<file path="src/rtl/sqrt_arbiter.sv">
// Round-robin arbiter sharing one multicycle sqrt unit between N requesters.
// It latches the winner's operand, pulses start, waits for completion and returns a one-hot done.
module sqrt_arbiter #(
    parameter int N       = 4,
    parameter int AW      = 10,
    parameter int YW      = 5,
    parameter int TIMEOUT = 64
) (
    input  logic            clk_i,
    input  logic            rst_i,
    input  logic [N-1:0]    req_i,
    input  logic [N*AW-1:0] a_bi,
    output logic [N-1:0]    gnt_o,
    output logic [N-1:0]    done_o,
    output logic [YW-1:0]   y_bo,
    output logic            err_o,
    output logic            busy_o,
    output logic [AW-1:0]   sqrt_a_bo,
    output logic            sqrt_start_o,
    input  logic            sqrt_busy_i,
    input  logic [YW-1:0]   sqrt_y_bi,
    output logic [1:0]      dbg_state_o
);
    localparam int PW = (N > 1) ? $clog2(N) : 1;
    localparam int CW = PW + 1;
    localparam int TW = (TIMEOUT > 1) ? $clog2(TIMEOUT) : 1;
    localparam bit TO_EN = (TIMEOUT != 0);
    localparam logic [TW-1:0] TLAST = TW'((TIMEOUT > 0) ? TIMEOUT - 1 : 0);

    typedef enum logic [1:0] {S_IDLE, S_ISSUE, S_ARM, S_WAIT} state_t;

    state_t          r_state;
    logic [PW-1:0]   r_ptr;
    logic [PW-1:0]   r_idx;
    logic [TW-1:0]   r_tcnt;
    logic [N-1:0]    r_gnt;
    logic [N-1:0]    r_done;
    logic [YW-1:0]   r_y;
    logic            r_err;
    logic [AW-1:0]   r_a;
    logic            r_start;

    logic [N-1:0]    w_elig;
    logic            w_found;
    logic [PW-1:0]   w_pick;
    logic [CW-1:0]   w_cand;
    logic [PW-1:0]   w_next;

    // Scan from ptr upward with wrap; iterating in reverse lets the nearest candidate win.
    always_comb begin
        w_elig  = req_i & ~r_done;
        w_found = 1'b0;
        w_pick  = '0;
        w_cand  = '0;
        for (int i = N - 1; i >= 0; i--) begin
            w_cand = CW'(r_ptr) + CW'(i);
            if (w_cand >= CW'(N)) begin
                w_cand = w_cand - CW'(N);
            end
            if (w_elig[w_cand[PW-1:0]]) begin
                w_found = 1'b1;
                w_pick  = w_cand[PW-1:0];
            end
        end
    end

    assign w_next = (r_idx == PW'(N - 1)) ? '0 : r_idx + PW'(1);

    always_ff @(posedge clk_i or negedge rst_i) begin
        if (!rst_i) begin
            r_state <= S_IDLE;
            r_ptr   <= '0;
            r_idx   <= '0;
            r_tcnt  <= '0;
            r_gnt   <= '0;
            r_done  <= '0;
            r_y     <= '0;
            r_err   <= 1'b0;
            r_a     <= '0;
            r_start <= 1'b0;
        end else begin
            r_done <= '0;
            r_err  <= 1'b0;
            case (r_state)
                S_IDLE: begin
                    if (w_found && !sqrt_busy_i) begin
                        r_idx   <= w_pick;
                        r_gnt   <= N'(1) << w_pick;
                        r_a     <= a_bi[int'(w_pick)*AW +: AW];
                        r_state <= S_ISSUE;
                    end
                end
                S_ISSUE: begin
                    r_start <= 1'b1;
                    r_state <= S_ARM;
                end
                // The slave's busy only becomes visible after this edge, so it is not sampled here.
                S_ARM: begin
                    r_start <= 1'b0;
                    r_tcnt  <= '0;
                    r_state <= S_WAIT;
                end
                S_WAIT: begin
                    if (!sqrt_busy_i) begin
                        r_y     <= sqrt_y_bi;
                        r_done  <= N'(1) << r_idx;
                        r_gnt   <= '0;
                        r_ptr   <= w_next;
                        r_state <= S_IDLE;
                    end else if (TO_EN && (r_tcnt == TLAST)) begin
                        r_y     <= '0;
                        r_err   <= 1'b1;
                        r_done  <= N'(1) << r_idx;
                        r_gnt   <= '0;
                        r_ptr   <= w_next;
                        r_state <= S_IDLE;
                    end else begin
                        r_tcnt <= r_tcnt + TW'(1);
                    end
                end
                default: r_state <= S_IDLE;
            endcase
        end
    end

    assign gnt_o        = r_gnt;
    assign done_o       = r_done;
    assign y_bo         = r_y;
    assign err_o        = r_err;
    assign sqrt_a_bo    = r_a;
    assign sqrt_start_o = r_start;
    assign busy_o       = (r_state != S_IDLE);
    assign dbg_state_o  = r_state;

endmodule

</file>
<file path="config.mk">
export PLATFORM = sky130hd
export DESIGN_NAME = sqrt_arbiter
export DESIGN_NICKNAME = d
export VERILOG_FILES = /design/src/rtl/sqrt_arbiter.sv
export SDC_FILE = /design/constraint.sdc
export NUM_CORES = 1
export LEC_CHECK = 0
export CORE_ASPECT_RATIO = 1.4
export CORE_MARGIN = 4
export CORE_UTILIZATION = 44
export DETAILED_ROUTE_END_ITERATION = 6
export PLACE_DENSITY_LB_ADDON = 0.08
export SLEW_MARGIN = 40
export SYNTH_ARGS = -nofsm -noshare
export SYNTH_HDL_FRONTEND = slang
export SYNTH_SLANG_ARGS = --single-unit
</file>
<file path="constraint.sdc">
create_clock -name clk_i -period 2.59 [get_ports clk_i]
set_clock_uncertainty 0.05 [all_clocks]
set_input_delay 0.3885 -clock clk_i [delete_from_list [all_inputs] [get_ports clk_i]]
set_output_delay 0.3885 -clock clk_i [all_outputs]
set_load 0.02 [all_outputs]
</file>
-- Yosys cells after proc, flatten, opt, wreduce, memory -nomap -nowiden
Cells that the tools add are included.
- register bits: 37
- input port bits: 52
- output and inout port bits: 28
- word-level logic and storage cells: 98
- $add $sub $neg: 9
- multiply operators: 1
- magnitude comparators: 8
- equality and inequality tests: 10
- shift-type cells: 3
- mux-type cells: 43
- bitwise gates (word level): 2
- reduce and logical (&&, ||, !) cells: 12
- operators by type and width (kind ; number):
    $shiftx A40 B7 Y10 ; 1
    $mux W2 ; 14
    $mux W4 ; 6
    $lt A2 B3 Y1 const B ; 4
    $mux W6 ; 2
    $pmux W6 S2 ; 1
    $mux W1 ; 11
    $mux W5 ; 2
    $ge A3 B3 Y1 const B ; 3
    $bmux W1 S2 ; 4
    $pmux W2 S4 ; 1
    $pmux W4 S2 ; 1
    $reduce_bool A2 Y1 ; 4
    $shl A1 B2 Y4 const A ; 2
    $sub A2 B1 Y2 const B ; 4
    $add A2 B2 Y3 const B ; 2
    $add A6 B1 Y6 const B ; 1
    $eq A2 B2 Y1 const B ; 3
    $eq A6 B6 Y1 const B ; 1
    $ne A2 B2 Y1 const B ; 3
    $reduce_and A2 Y1 ; 3
    $reduce_and A3 Y1 ; 2
    $mul A2 B3 Y5 const B ; 1
    $and A4 B4 Y4 ; 1
    other kinds (11) ; 11

-- Longest topological paths before layout
Gate-level depths: netlist of the first run.
- word-level depth: 12
- gate-level depth with buffers: 7
- gate-level depth less buffers: 6

-- Least setup slack after synthesis of the first run
No wires, ideal clock.
- kind: register to register
- start point: register r_state[1] (netlist: dbg_state_o[1])
- end point: register r_tcnt[5]
- setup time: 0.077 ns
- arrival: 1.684 ns
- data required time: 2.463 ns
- path slack: 0.779 ns
- cell stages (with the launch flop): 7
- path buffers: 0
- period minus slack after synthesis: 1.811 ns
- cells stage by stage: dfrtp_1 > ha_1 > nand2_2 > a41oi_4 > nand4_1 > or3_1 > a21oi_1
- longest elaborated chain between the ends: 3
- elaborated cells on any way between the ends: 7
- those cells by class: eq/ne: 4; mux: 1; reduce/logical: 2
- RTL lines (what ; line ; text):
    start, declared ; 32 ; state_t r_state;
    start signal, assigned ; 71 ; r_state <= S_IDLE;
    start signal, assigned ; 90 ; r_state <= S_ISSUE;
    start signal, assigned ; 95 ; r_state <= S_ARM;
    $eq A2 B2 Y1 ; 84 ; case (r_state)
    $ne A2 B2 Y1 (no source line) / $reduce_bool A2 Y1 (equally long branches) ; n/a ;
    $reduce_and A3 Y1 (no source line) ; n/a ;
    end signal, assigned ; 118 ; r_tcnt <= r_tcnt + TW'(1);
    end, declared ; 35 ; logic [TW-1:0] r_tcnt;
Several ways; a longest one is shown, not always the timed one.
A chain may end at the register's enable or synchronous reset.

-- Worst setup path in the final report of the first run
- start point: register r_state[1] (netlist: dbg_state_o[1])
- end point: output busy_o
- longest elaborated chain between the ends: 1
- RTL lines (what ; line ; text):
    $reduce_bool A2 Y1 ; 132 ; assign busy_o = (r_state != S_IDLE);
    end, declared ; 17 ; output logic busy_o,
No other way between the ends.

==> results of run 1 <==
-- power by group through the flow --
stage,Combinational (mW),Sequential [mW],Clock [mW]
2_1_floorplan,0.777,1.13,0
3_3_place_gp,1.61,0.956,0
3_5_place_dp,1.63,0.961,0
4_1_cts,1.63,0.952,0.464
5_1_grt,1.78,0.988,0.492
6_report,1.63,0.949,0.453
-- synth_stat cells, types with 7 or more instances --
library cell and instances:
o21ai_0 22, a31oi_1 10, a21oi_1 15, inv_1 7, nor2_1 16, nand3_1 21, nand2_1 12, dfrtp_1 37
ha_1 9, a21o_1 10
-- per-layer routing --
layer  global-route usage, %  wire, µm
met1                    26.5      2470
met2                    35.9      3020
met3                    5.28       430
met4                    9.24       168
met5                       0         0
-- state kept, by name, indices dropped and copies added (netlist names) --
| name | cells |
|---|---|
| dbg_state_o | 2 |
| done_o | 4 |
| err_o | 1 |
| gnt_o | 4 |
| r_idx | 2 |
| r_ptr | 2 |
| r_tcnt | 6 |
| sqrt_a_bo | 10 |
| sqrt_start_o | 1 |
| y_bo | 5 |
-- critical path, stage by stage, from the launching register on --
cell	delay, ps
dfrtp_1	400
inv_1	100
ha_1	210
inv_1	100
clkdlybuf4s50_1	610
-- cell type report --
| cell class | instances | area [µm²] | share of cell area (%) |
|---|---|---|---|
| clock buffers | 7 | 96.3 | 3.15 |
| clock inverters | 1 | 5.00 | 0.164 |
| inverters | 7 | 26.3 | 0.860 |
| multi-input cells | 167 | 1070 | 35.2 |
| flip-flops and latches | 37 | 926 | 30.3 |
| well taps | 62 | 77.6 | 2.54 |
| repair buffers | 87 | 848 | 27.8 |
-- metrics by stage --
| step | power, mW | util [%] | setup WS, ps | cell area (µm²) | cells |
|---|---|---|---|---|---|
| floorplan | 1.91 | - | 779 | 2080 | 222 |
| global placement | 2.57 | 64.4 | 178 | 2940 | 359 |
| detailed placement | 2.59 | 64.6 | 242 | 2950 | 360 |
| CTS | 3.05 | 66.8 | 431 | 3050 | 368 |
| global route | 3.26 | 66.8 | 327 | 3050 | 368 |
| finish | 3.03 | 66.8 | 443 | 3050 | 368 |
-- cell usage in the layout, fill, tap and decap left out, types with 2 or more instances in the layout --
cell type | Yosys | final
dfrtp_1 | 37 | 37
nand3_1 | 21 | 21
clkdlybuf4s50_1 | 0 | 78
clkbuf_8 | 0 | 7
nand2_1 | 12 | 12
o2bb2ai_1 | 2 | 2
a32o_1 | 2 | 2
a21o_1 | 10 | 10
buf_4 | 1 | 9
a31oi_1 | 10 | 10
a211oi_1 | 2 | 2
ha_1 | 9 | 9
and2_1 | 6 | 6
mux2i_1 | 2 | 2
inv_1 | 7 | 7
nor2_1 | 16 | 16
nor2b_1 | 5 | 5
or3_1 | 3 | 3
nand4_1 | 2 | 2
a22o_1 | 6 | 6
o21ai_0 | 22 | 22
a32oi_1 | 2 | 2
a21oi_1 | 15 | 15
nand2b_1 | 6 | 6
-- worst paths after layout --
| check | startpoint | end | slack [ps] | cells past startpoint |
|---|---|---|---|---|
| max | dbg_state_o[1]$_DFFE_PN0P_ | busy_o | 440 | 4 |
| min | rst_i | done_o[1]$_DFF_PN0_ | -5 | 1 |
| max reg2reg | r_tcnt[0]$_DFFE_PN0P_ | gnt_o[3]$_DFFE_PN0P_ | 600 | 6 |
| min reg2reg | y_bo[0]$_DFFE_PN0P_ | y_bo[0]$_DFFE_PN0P_ | 460 | 1 |
| max in group asynchronous | rst_i | sqrt_a_bo[8]$_DFFE_PN0P_ | 2150 | 1 |
| min in group clk_i | y_bo[0]$_DFFE_PN0P_ | y_bo[0]$_DFFE_PN0P_ | 460 | 1 |
-- cell families (layout without fill, tap and decap cells) --
group | count (synthesis) | count (layout) | share of synthesized area (%)
mux | 3 | 3 | 1.50
compound gates | 81 | 81 | 27.0
flops | 37 | 37 | 44.5
fa+ha+maj | 9 | 9 | 5.42
buf+inv | 18 | 102 | 3.79
xor+xnor | 1 | 1 | 0.421
simple gates | 73 | 73 | 17.4
==> run summary, run 1 <==
Max-Cap Viols = 0
Critical Path AT = 1710 ps
HP Class = in2async
Net Switching = 1.23 mW
mapped cell area = 0.00208 mm²
largest net degree at the start of global routing = 38
CTS Root Cell = clkbuf_8
max_slew headroom = 66.5%
TritonCTS clock tree = yes
DP HPWL = 4540 µm
Pint = 1.80 mW
via count = 2004
failing checks = hold timing
largest cells by area after synthesis = dfrtp_1 (45%), ha_1 (5.4%), o21ai_0 (5.3%)
Bufs on Longest Clock Path = 2
Most used DFF post-synth = dfrtp_1
first-pass GRT wire length = 9620 µm
clk slew on worst S/H paths = 70 ps
Logic pwr share = 53.7%
antenna cells = 0
startpoint types = flip-flop
Seq/Total Area, Yosys = 44.5%
Via density = 5.45
PD cells = 991 mW/mm²
post-synthesis register bit count = 37
Port Buf Inserts = 79
synthesized instance count = 222
# DRC = 0
Max IR drop VDD = 0.711 mV
drt wl/cell = 16.5 µm
fmax = 0.466 GHz
clock sinks = 37
area grow syn2layout = 46.9%
initial antenna violation count = 0
Top Ports = 80
RSZ-0062 raised after global routing = false
Detailed Route WL = 6090 µm
count of pins over their slew limit = 0
number of flops mapped to enable cells by yosys = 0
htree depth = 2
Finish-stage setup viols = 0
Starting Density = 45.5%
Worst Path Required = 2150 ps
fin crit share = 82.9%
Die X = 66.1 µm
Final Hold Viols = 2
Clock Power Share = 14.9%
minimum clock period = 2150 ps
Total Routing Usage GR = 21.6%
P_leak = 1.30 nW
Crit Path Class = reg2out
worst-skew pair later-pin latency = 290 ps
Core ar. = 0.00457 mm²
run status = finished with violations
Flop pwr share = 31.4%
Fill cells = 394
Worst Max-Slew Pin Slew = 503 ps
setup_tns = 0 ps
CTS buffer count = 5
Starting DRT DRC Count = 146
switching part of the total = 40.6%
Setup Fix Bufs, Post-CTS = 0
Unique masters post-synth = 38
asr flop ratio synth = 100%
Syn. warnings = 0
vias in the first global route = 1975
Synth area leader = dfrtp_1
CP Capture Type = output port
GPL Wtd Cong = 0.798
TritonRoute pass-1 iters = 4
total grt overflow = 0
Yosys top cell area share = 44.5%
Die Y-Extent = 89.3 µm
die area = 0.00591 mm²
worst-path maximum fanout = 4
number of routed nets with antenna violations = 0
# hold bufs at CTS = 0
row cnt = 29
mean area per synthesized cell = 9.37 µm²
Min Hold Slack = -5.40 ps
syn_nets = 283
Layout Nets = 366
Resized Gates After CTS = 0
share of cells above drive strength 1 = 7.84%
No activity file was read; power rests on OpenSTA's default activity.
==> run 2, diff against run 1 <==
--- a/config.mk
+++ b/config.mk
@@ -7,7 +7,7 @@
 export LEC_CHECK = 0
 export CORE_ASPECT_RATIO = 1.4
 export CORE_MARGIN = 4
-export CORE_UTILIZATION = 44
+export CORE_UTILIZATION = 40
 export DETAILED_ROUTE_END_ITERATION = 6
 export PLACE_DENSITY_LB_ADDON = 0.08
 export SLEW_MARGIN = 40
==> constraint.sdc (replaced) <==
create_clock -name clk_i -period 1.7 [get_ports clk_i]
set_clock_uncertainty 0.05 [all_clocks]
set_input_delay 0.255 -clock clk_i [delete_from_list [all_inputs] [get_ports clk_i]]
set_output_delay 0.255 -clock clk_i [all_outputs]
set_load 0.02 [all_outputs]
==> run 2 against run 1 <==
  * The run ends with setup timing left
  * Setup slack lost 440 ps
  * Count of clock-buffer cells in the layout is 1 higher
  * Global-route usage shrank 1.8 points
  * Critical path type is now reg2reg
==> run summary, run 2 (same netlist as run 1, synthesis figures left out) <==
run status = finished with violations
failing checks = setup timing
Worst Max-Slew Pin Slew = 485 ps
Min Hold Slack = 409 ps
Finished Layout Cells = 402
Port Buf Inserts = 79
antenna cells = 0
commonest non-fill, non-tap cell in the layout = clkdlybuf4s50_1
row cnt = 30
P_leak = 1.51 nW
fin crit share = 100%
Critical Path AT = 1860 ps
Crit Path Class = reg2reg
drt wl/cell = 15.5 µm
GPL Wtd Cong = 0.787
TritonCTS clock tree = yes
Bufs on Longest Clock Path = 2
vias in the first global route = 2156
Max-Cap Viols = 0
Placed Cells = 389
setup ws final = -0.789 ps
Worst Path Required = 1860 ps
Die X = 68.9 µm
Layout Nets = 398
Finish-stage setup viols = 1
commonest cells after routing, fill and taps aside = clkdlybuf4s50_1 (74), dfrtp_1 (35), buf_4 (35), nand3_1 (21), nor2_1 (16)
die area = 0.00643 mm²
initial antenna violation count = 0
Via density = 5.26
Flop pwr share = 28.8%
clk slew on worst S/H paths = 80 ps
Total Power Consumption = 4.96 mW
largest net degree at the start of global routing = 21
Total Routing Usage GR = 19.8%
# DRC = 0
Pint = 3.00 mW
minimum clock period = 1700 ps
Die Y-Extent = 93.3 µm
worst-skew pair later-pin latency = 290 ps
total grt overflow = 0
switching part of the total = 39.6%
CTS Root Cell = clkbuf_8
TritonRoute pass-1 iters = 4
PD cells = 1450 mW/mm²
Clock Power Share = 12.8%
first-pass GRT wire length = 9780 µm
Fill cells = 410
Detailed Route WL = 6230 µm
number of routed nets with antenna violations = 0
RSZ-0062 raised after global routing = true
Net Switching = 1.96 mW
Final Hold Viols = 0
htree depth = 2
CP Capture Type = flip-flop
HP Class = in2async
DP HPWL = 4600 µm
max reg flops = 10
Starting Density = 42.0%
startpoint types = flip-flop
area grow syn2layout = 64.1%
Max IR drop VDD = 0.983 mV
max_slew headroom = 67.7%
Top Ports = 80
count of pins over their slew limit = 0
fin util = 68.9%
Starting DRT DRC Count = 194
fmax = 0.588 GHz
Logic pwr share = 58.4%
via count = 2114
Core ar. = 0.00495 mm²
CTS buffer count = 5
worst-path maximum fanout = 2
clock sinks = 37
share of cells above drive strength 1 = 21.3%
## run 2: changes by cell type in the layout (fill, tap and decap cells not counted), sizes merged
cell	change
buf	+31
clkdlybuf4s50	-4
dlymetal6s2s	+3
clkbuf	+2
clkinv	-1
dlygate4sd3	+1
## run 2: repair_timing
item | in CTS | in global routing
hold endpoints to repair | 17 | 0
resized for setup | 7 | 28
pin swaps | 3 | 9
hold buffers | 1 | 0
endpoints found under the setup margin | 6 | 22
setup buffers | 2 | 3
## run 2: area by class of cell
type	instances	area, µm²	share of cell area, %
clock buffer	8	90.1	2.64
inverter	7	26.3	0.770
multi-input combinational	167	1170	34.4
sequential	37	928	27.2
tap	64	80.1	2.35
timing repair buffer	119	1110	32.7
## run 2: worst paths after layout
check	endpoint	cells past startpoint	from	slack, ps
min in group clk_i	gnt_o[2]$_DFFE_PN0P_	1	gnt_o[2]$_DFFE_PN0P_	450
max	r_tcnt[5]$_DFFE_PN0P_	7	r_tcnt[1]$_DFFE_PN0P_	-0.8
max reg2reg	r_tcnt[5]$_DFFE_PN0P_	7	r_tcnt[1]$_DFFE_PN0P_	-0.8
max in group asynchronous	dbg_state_o[0]$_DFFE_PN0P_	3	rst_i	700
min	sqrt_a_bo[4]$_DFFE_PN0P_	2	rst_i	410
min reg2reg	gnt_o[2]$_DFFE_PN0P_	1	gnt_o[2]$_DFFE_PN0P_	450
## run 2: power groups by stage
| stage | sequential (mW) | clock (mW) | combinational (mW) |
|---|---|---|---|
| 2_1_floorplan | 1.74 | 0 | 1.20 |
| 3_5_place_dp | 1.43 | 0 | 2.77 |
| 3_3_place_gp | 1.43 | 0 | 2.75 |
| 4_1_cts | 1.42 | 0.659 | 2.81 |
| 6_report | 1.43 | 0.636 | 2.90 |
| 5_1_grt | 1.47 | 0.691 | 3.17 |
## run 2: worst max-delay path: stages, from the launching register on
cell     delay [ps]
dfrtp_1         380
ha_2            190
and2_4          160
buf_6           110
a41oi_4         130
nand4_1         140
or3_1           340
a21oi_2         120
## run 2: metal layers
| layer | track usage (%) | vias up | routed length [µm] |
|---|---|---|---|
| li1 | - | 1039 | - |
| met1 | 23.8 | 975 | 2400 |
| met2 | 34.6 | 91 | 3180 |
| met3 | 3.97 | 9 | 573 |
| met4 | 5.69 | 0 | 74 |
| met5 | 0 | - | 0 |
## run 2: stage by stage
step           instance area, µm²  setup WS, ps  setup TNS, ps
5_1_grt                      3410         -73.1           -246
6_report                     3410        -0.789         -0.789
3_5_place_dp                 3190          -287          -4780
4_1_cts                      3310          10.9              0
3_3_place_gp                 3190          -265          -4470
2_1_floorplan                2100          6.43              0
==> run 3, diff against run 2 <==
--- a/config.mk
+++ b/config.mk
@@ -10,6 +10,7 @@
 export CORE_UTILIZATION = 40
 export DETAILED_ROUTE_END_ITERATION = 6
 export PLACE_DENSITY_LB_ADDON = 0.08
+export SETUP_SLACK_MARGIN = 0.5
 export SLEW_MARGIN = 40
 export SYNTH_ARGS = -nofsm -noshare
 export SYNTH_HDL_FRONTEND = slang
==> run 3 against run 2 <==
  * The flow still finishes with violations (setup timing)
  * Wire length grew 23%
  * Total power grew 18%
  * Die area is the same
  * First-iteration DRC count shrank 18%
  * Via count grew 9.9%
  * Count of clock-buffer cells in the layout shrank 2
  * Hold slack gained 5.9 ps
  * Critical path depth grew 1
  * Core utilization grew 11 points
  * Setup slack lost 52 ps
  * Sequential power is essentially flat
  * Combinational power grew 31%
  * Critical endpoint is now sqrt_a_bo[7]$_DFFE_PN0P_
==> run summary, run 3 (same netlist as run 1, synthesis figures left out) <==
run status = finished with violations
failing checks = setup timing
Die Y-Extent = 93.3 µm
largest net degree at the start of global routing = 23
Top Ports = 80
crit path cell chain = buf_6 -> nand2b_4 -> a21boi_1 -> o22ai_1 -> buf_4 -> buf_12 -> nand3_2 -> a31oi_1
Finished Layout Cells = 430
fin crit share = 103%
Bufs on Longest Clock Path = 2
PD cells = 1480 mW/mm²
Detailed Route WL = 7630 µm
RSZ-0062 raised after global routing = true
die area = 0.00643 mm²
vias in the first global route = 2352
DP HPWL = 5100 µm
Layout Nets = 426
Total Routing Usage GR = 21.9%
worst r2r src = r_ptr[1]$_DFFE_PN0P_
clock sinks = 37
fin util = 79.6%
max incr delay on CP = 400 ps
via count = 2324
Fill cells = 334
worst-skew pair later-pin latency = 290 ps
Setup WS pre-CTS = -442 ps
clk slew on worst S/H paths = 70 ps
first-pass GRT wire length = 10700 µm
Die X = 68.9 µm
share of cells above drive strength 1 = 50.0%
htree depth = 2
Final Hold Viols = 0
Starting Density = 42.0%
GPL Wtd Cong = 0.815
setup_tns = -162 ps
Finish-stage setup viols = 9
Crit Path Class = reg2reg
cells on worst reg2reg path = 8
HP Class = in2async
P_leak = 1.76 nW
r2r setup slk = -50 ps
CP Capture Type = flip-flop
Max-Cap Viols = 0
FF+latch area = 933 µm²
Critical Path AT = 1900 ps
# DRC = 0
Worst Max-Slew Pin Slew = 521 ps
initial antenna violation count = 0
minimum clock period = 1750 ps
CP max-delay cell = dfrtp_1
drt wl/cell = 17.7 µm
antenna cells = 0
CTS Root Cell = clkbuf_8
worst-path maximum fanout = 7
setup ws final = -53.2 ps
Port Buf Inserts = 79
fmax = 0.570 GHz
TritonCTS clock tree = yes
startpoint types = flip-flop
Worst Path Required = 1850 ps
max reg flops = 10
TritonRoute pass-1 iters = 4
CTS buffer count = 5
count of pins over their slew limit = 0
Core ar. = 0.00495 mm²
row cnt = 30
max_slew headroom = 65.2%
Via density = 5.40
Starting DRT DRC Count = 159
Worst R2R End = sqrt_a_bo[7]$_DFFE_PN0P_
commonest cells after routing, fill and taps aside = clkdlybuf4s50_1 (47), buf_4 (38), dfrtp_1 (31), buf_6 (29), buf_2 (23)
number of routed nets with antenna violations = 0
total grt overflow = 0
Placed Cells = 395
area grow syn2layout = 89.6%
commonest non-fill, non-tap cell in the layout = clkdlybuf4s50_1
multi-input logic area = 0.00147 mm²
Max IR drop VDD = 1.34 mV
[run 3: metrics by stage]
stage,power (mW),hold WS [ps],instance area (µm²)
3_5_place_dp,4.50,206,3380
4_1_cts,5.16,435,3570
6_report,5.84,415,3940
3_3_place_gp,4.44,200,3370
2_1_floorplan,3.15,-90.6,2260
5_1_grt,6.20,458,3940
[run 3: repair_timing]
| action | 4_1_cts | 5_1_grt |
|---|---|---|
| setup buffers | 8 | 15 |
| endpoints found under the hold margin | 20 | 0 |
| endpoints found under the setup margin | 64 | 42 |
| resized for setup | 154 | 60 |
| gates cloned | 1 | 2 |
| pin swaps | 17 | 30 |
| hold buffers | 1 | 0 |
[run 3: where the power goes]
part	internal, mW	switching [mW]
Clock	0.284	0.314
Sequential	1.21	0.225
Combinational	1.90	1.90
Total	3.39	2.44
[run 3: worst max-delay path by stage]
stage	startpoint	depth (start not counted)	slack, ps	endpoint
after floorplan	r_tcnt[1]$_DFFE_PN0P_	6	40	r_tcnt[5]$_DFFE_PN0P_
after global placement	req_i[2]	6	-570	sqrt_a_bo[8]$_DFFE_PN0P_
after detailed placement	req_i[2]	6	-440	sqrt_a_bo[8]$_DFFE_PN0P_
after CTS	req_i[1]	6	30	gnt_o[0]$_DFFE_PN0P_
after global routing	r_ptr[1]$_DFFE_PN0P_	8	-110	sqrt_a_bo[7]$_DFFE_PN0P_
final	r_ptr[1]$_DFFE_PN0P_	8	-50	sqrt_a_bo[7]$_DFFE_PN0P_
[run 3: layer usage]
metal  track usage, %  vias up  routed length, µm
li1                 -     1098                  -
met1             24.5     1125               2790
met2             39.4       82               4170
met3             4.21       19                446
met4             8.46        0                225
met5                0        -                  0
[run 3: area by class of cell]
| class | instances | share of cell area (%) |
|---|---|---|
| Timing Repair Buffer | 146 | 34.0 |
| Inverter | 7 | 0.857 |
| Sequential cell | 37 | 23.7 |
| Clock inverter | 2 | 0.254 |
| Tap cell | 64 | 2.03 |
| Multi-Input combinational cell | 168 | 37.4 |
| Clock buffer | 6 | 1.84 |
[run 3: worst max-delay path: cells and delay by family, from the launching register on]
kind            cells  cell delay, ps
flops               1             400
compound gates      3             510
buf+inv             3             460
simple gates        2             230
